`config.mk`:
```
export PLATFORM = sky130hd
export DESIGN_NAME = fp_norm_arbiter
export DESIGN_NICKNAME = d
export VERILOG_FILES = /design/src/rtl/fp_norm_arbiter.sv
export SDC_FILE = /design/constraint.sdc
export NUM_CORES = 1
export LEC_CHECK = 0
export CORE_ASPECT_RATIO = 1.4
export CORE_MARGIN = 5
export CORE_UTILIZATION = 40
export DETAILED_ROUTE_END_ITERATION = 8
export HOLD_SLACK_MARGIN = 0.06
export PLACE_DENSITY = 0.79
export SLEW_MARGIN = 20
export SYNTH_ARGS = -nofsm -noshare
export SYNTH_HDL_FRONTEND = slang
export SYNTH_SLANG_ARGS = --single-unit
```
`constraint.sdc`:
```
create_clock -name clk -period 3.7 [get_ports clk]
set_clock_uncertainty 0.15 [all_clocks]
set_input_delay 0.37 -clock clk [delete_from_list [all_inputs] [get_ports clk]]
set_output_delay 0.37 -clock clk [all_outputs]
set_load 0.01 [all_outputs]
```
`src/rtl/fp_norm_arbiter.sv`:
```
// Round-robin arbiter in front of one iterative normalizer: shifts the magnitude left until its MSB is set.
// Define FP_NORM_ARB_B2B_EN to allow a new grant in DONE, so results can be issued back-to-back.
module fp_norm_arbiter #(
  parameter int NUM_REQ       = 4,
  parameter int FXP_WIDTH     = 4,
  parameter int EXP_WIDTH     = 5,
  parameter int EXP_OUT_WIDTH = EXP_WIDTH + 1,
  parameter int FP_WIDTH      = FXP_WIDTH + EXP_OUT_WIDTH + 1,
  parameter int TAG_WIDTH     = $clog2(NUM_REQ)
) (
  input  logic                           clk,
  input  logic                           resetn,
  input  logic [NUM_REQ-1:0]             req_valid,
  output logic [NUM_REQ-1:0]             req_ready,
  input  logic [NUM_REQ-1:0]             req_sign,
  input  logic [NUM_REQ*FXP_WIDTH-1:0]   req_fxp,
  input  logic [NUM_REQ*EXP_WIDTH-1:0]   req_exp,
  output logic                           out_valid,
  input  logic                           out_ready,
  output logic [FP_WIDTH-1:0]            out_fp,
  output logic [TAG_WIDTH-1:0]           out_tag,
  output logic                           out_zero
);

  typedef enum logic [1:0] {IDLE, NORM, DONE} state_t;

  state_t                     state, next_state;
  logic                       started_q;
  logic [TAG_WIDTH-1:0]       rr_ptr;
  logic                       sign_q;
  logic [FXP_WIDTH-1:0]       mag_q;
  logic [EXP_OUT_WIDTH-1:0]   exp_q;
  logic [TAG_WIDTH-1:0]       tag_q;
  logic                       zero_q;

  logic                       grant_found;
  logic [TAG_WIDTH-1:0]       grant_idx;
  logic                       lane_sign;
  logic [FXP_WIDTH-1:0]       lane_fxp;
  logic [EXP_WIDTH-1:0]       lane_exp;
  logic                       arb_en;
  logic                       accept;
  logic                       shift;

  function automatic logic [TAG_WIDTH-1:0] wrap_idx(input int v);
    return TAG_WIDTH'(v % NUM_REQ);
  endfunction

  // First valid lane at or after rr_ptr, searching upward with wrap.
  always_comb begin
    // NOTE: every always_comb output gets a default first so no path can infer a latch.
    grant_found = 1'b0;
    grant_idx   = '0;
    for (int i = 0; i < NUM_REQ; i++) begin
      if (!grant_found && req_valid[wrap_idx(int'(rr_ptr) + i)]) begin
        grant_found = 1'b1;
        grant_idx   = wrap_idx(int'(rr_ptr) + i);
      end
    end
  end

  always_comb begin
    lane_sign = 1'b0;
    lane_fxp  = '0;
    lane_exp  = '0;
    for (int i = 0; i < NUM_REQ; i++) begin
      if (grant_idx == TAG_WIDTH'(i)) begin
        lane_sign = req_sign[i];
        lane_fxp  = req_fxp[i*FXP_WIDTH +: FXP_WIDTH];
        lane_exp  = req_exp[i*EXP_WIDTH +: EXP_WIDTH];
      end
    end
  end

  always_comb begin
    next_state = state;
    arb_en     = 1'b0;
    shift      = 1'b0;
    case (state)
      IDLE: arb_en = 1'b1;
      NORM: begin
        if (mag_q[FXP_WIDTH-1] || mag_q == '0) next_state = DONE;
        else                                   shift      = 1'b1;
      end
      DONE: begin
        if (out_ready) begin
          next_state = IDLE;
`ifdef FP_NORM_ARB_B2B_EN
          arb_en = 1'b1;
`else
          arb_en = 1'b0;
`endif
        end
      end
      default: next_state = IDLE;
    endcase
    // started_q keeps req_ready low until the first edge after reset release.
    accept = arb_en && started_q && grant_found;
    if (accept) next_state = NORM;
  end

  assign req_ready = accept ? (NUM_REQ'(1) << grant_idx) : '0;

  always_ff @(posedge clk or negedge resetn) begin
    // NOTE: sequential state uses non-blocking assignments so every register samples pre-edge values.
    if (!resetn) state <= IDLE;
    else         state <= next_state;
  end

  // Datapath registers are reset because out_fp/out_tag/out_zero must read zero out of reset.
  always_ff @(posedge clk or negedge resetn) begin
    if (!resetn) begin
      started_q <= 1'b0;
      rr_ptr    <= '0;
      sign_q    <= 1'b0;
      mag_q     <= '0;
      exp_q     <= '0;
      tag_q     <= '0;
      zero_q    <= 1'b0;
    end else begin
      started_q <= 1'b1;
      if (accept) begin
        sign_q <= lane_sign;
        mag_q  <= lane_fxp;
        exp_q  <= EXP_OUT_WIDTH'(lane_exp);
        tag_q  <= grant_idx;
        zero_q <= (lane_fxp == '0);
        rr_ptr <= wrap_idx(int'(grant_idx) + 1);
      end else if (shift) begin
        mag_q <= {mag_q[FXP_WIDTH-2:0], 1'b0};
        exp_q <= exp_q - EXP_OUT_WIDTH'(1);
      end
    end
  end

  assign out_valid = (state == DONE);
  assign out_fp    = {sign_q, exp_q, mag_q};
  assign out_tag   = tag_q;
  assign out_zero  = zero_q;

endmodule

```
==> metrics <==
DRC=0; total number of vias=1448; slowest CP cell=clkdlybuf4s50_1; WL per Instance=16.79 µm; cells along the critical path=clkdlybuf4s50_1 > mux2i_1 > and2_1 > nor4_1 > inv_1 > ha_1 > and2_1 > clkdlybuf4s50_1; Clk pin slew, worst setup/hold paths=70 ps; Tcrit/Tclk final=0.8826; Slew HR=0.4152; placed insts=254; clk_lat worst skew=250 ps; CP startpoint kind=input pin; min-delay worst type=register to register; Post-CTS Setup Bufs=0; die area=0.004657 mm²; pwr/cell area=674.9 mW/mm²; RSZ-0062 raised after global routing=false; Least-Margin Pin Slew=874.4 ps; Final Hold Slack=328.2 ps; reg-to-reg startpoint=rr_ptr[1]; CTS tree=done; status=completed; Inserted Diodes=0; CP Data Required Time=about 3200 ps; Synth top area share=0.3519; drt total wl=4332 µm; Mapped Area=0.001351 mm²; Async SR Flop Fraction=1.000; Mapped Avg Cell Area=approximately 8.8 µm²; Placed Area=0.002032 mm²; Post-Route Setup TNS=0 ps; Worst setup startpoint=req_valid[3]; FILL cells=314; warnings from Yosys=0; die height=78.77 µm; final instance area=0.002078 mm²; DR WL met3=273 µm; pre-CTS WS=345.6 ps; Final Hold Violating Endpoints=0; CP Class=input pin to output pin; largest fanout on the critical path=17; hold buffers post-CTS=0; count of input and output buffers=65; num rows=25; initial antenna violation count=0; Tot GR Track Use=0.1949; die width=59.12 µm; Core Area=~0.0033 mm²; slowest stage delay, CP=approximately 550 ps; Synth Flop Type=dfrtp_1; NumNets Final=271; CTS buffer count=3; Remaining Overflow, GRT=0; initial core utilization=0.4075; Post-synth EDFFs=0; #FFs+latches synth=19; Final WS setup=~430 ps; 1st-iter DRT viols=between 60 and 70; final setup violating endpoints=0; drt first pass iters=4; syn_nets=205; Hold Startpoint=out_tag[0]; post-DP HPWL=3497 µm; Area Overhead vs Synth=53.80%; WP data arrival=2750 ps; Cell Count, Final, Fillers Out=between 200 and 300; layout cell share with drive strength beyond 1=0.06881; Clk Tree Root Cell=clkbuf_8; ranking of synthesized cells by area=dfrtp_1 35%, ha_1 4.6%, a221oi_1 3.9%, nor2_1 3.6%, a21oi_1 3.3%; vias in the first global route=about 1.5k; CTS sink count=19; post-layout util=0.6268; max-cap violations=0; sequential area share after synthesis=0.3519; maximum clock rate=0.3062 GHz; Crit. End Element=output pin; gpl congestion=0.9175; Final Max Tran Viols=0; io pins=66; Met1 Routed Length=1622 µm; overall power=between 1 and 1.5 mW; Resize count post-CTS=0; Worst IR Drop VDD=about 0.47 mV; Yosys top cell by area=dfrtp_1; htree depth=1; first-pass GRT wire length=7120 µm; post-route ant nets=0; highest routed layer=met4; largest buffer count on any clock path=2; wire length on met2=2351 µm; minimum clock period=roughly 3300 ps; Leakage=0.8621 nW; post-synth cell types=45; cells after synthesis=153; Via density=around 5.6; largest net degree at the start of global routing=20
-- layout make-up --
type,count,area (µm²),share of cell area
multi-input cells,117,792.0,0.3811
repair buffers,69,680.7,0.3275
flip-flops and latches,19,475.5,0.2288
well taps,40,50.05,0.02408
clock buffers,3,41.29,0.01987
inverters,9,33.78,0.01626
clock inverters,1,5.005,0.002408
-- final timing paths --
kind / to / slack (ps) / cells past startpoint
max in group asynchronous: mag_q[1] / 2400 / 1
min: out_tag[0] / 330 / 1
max: req_ready[2] / 430 / 8
max reg2reg: out_zero / 700 / 9
min in group asynchronous: exp_q[1] / 460 / 1
min reg2reg: out_tag[0] / 330 / 1
-- worst max-delay path, delay by kind of cell --
kind | cells | cell delay [ps]
buffers and inverters | 3 | 1130
AND/OR/NAND/NOR | 3 | 730
adder cells (fa/ha/maj) | 1 | 390
multiplexers | 1 | 110
-- sequential cells by signal, indices dropped and copies added, names as in the netlist --
name       count
exp_q          6
mag_q          4
out_tag        2
rr_ptr         2
state          2
out_zero       1
sign_q         1
started_q      1
-- metal layers --
layer  global-route usage  vias up
li1                     -      692
met1               0.2345      685
met2               0.3374       62
met3              0.02602        9
met4              0.08390        0
met5                    0        -
-- layout by cell type (no fill, tap or decap), types with 5 or more instances in the layout --
master / instances
a21oi_1: 9
a221oi_1: 6
clkdlybuf4s50_1: 65
dfrtp_1: 19
ha_1: 5
inv_1: 9
nand2_1: 11
nand2b_1: 6
nand3_1: 5
nor2_1: 13
-- cell families (layout without fill, tap and decap cells) --
logic type      count (synthesis)  count (layout)  share of synthesized area
compound gates                 39              39                     0.2074
xor+xnor                        4               4                    0.02593
fa+ha+maj                       5               5                    0.04630
buf+inv                        17              82                    0.06203
flops                          19              19                     0.3519
mux                             5               5                    0.04074
other cells                     1               1                   0.002775
simple gates                   63              63                     0.2630
-- where the power goes --
group | total, mW | internal [mW] | switching (mW)
registers | 0.386 | 0.297 | 0.0885
clock network | 0.145 | 0.0747 | 0.0706
logic | 0.872 | 0.443 | 0.428
total | 1.40 | 0.815 | 0.587
-- synth_stat cells (all sizes together), types with 2 or more instances --
library cell  instances
clkbuf                4
nor4                  3
nor2b                 3
a221o                 4
a22oi                 2
dfrtp                19
o22ai                 4
nand2b                6
nor2                 13
ha                    5
buf                   4
inv                   9
nor3b                 5
a21oi                 9
mux2i                 4
nand2                12
a221oi                6
or3                   3
o21ai                 4
o311a                 2
xor2                  3
nand3b                3
and2                  4
nand3                 6
a211oi                2
No activity file was read; power rests on OpenSTA's default activity.
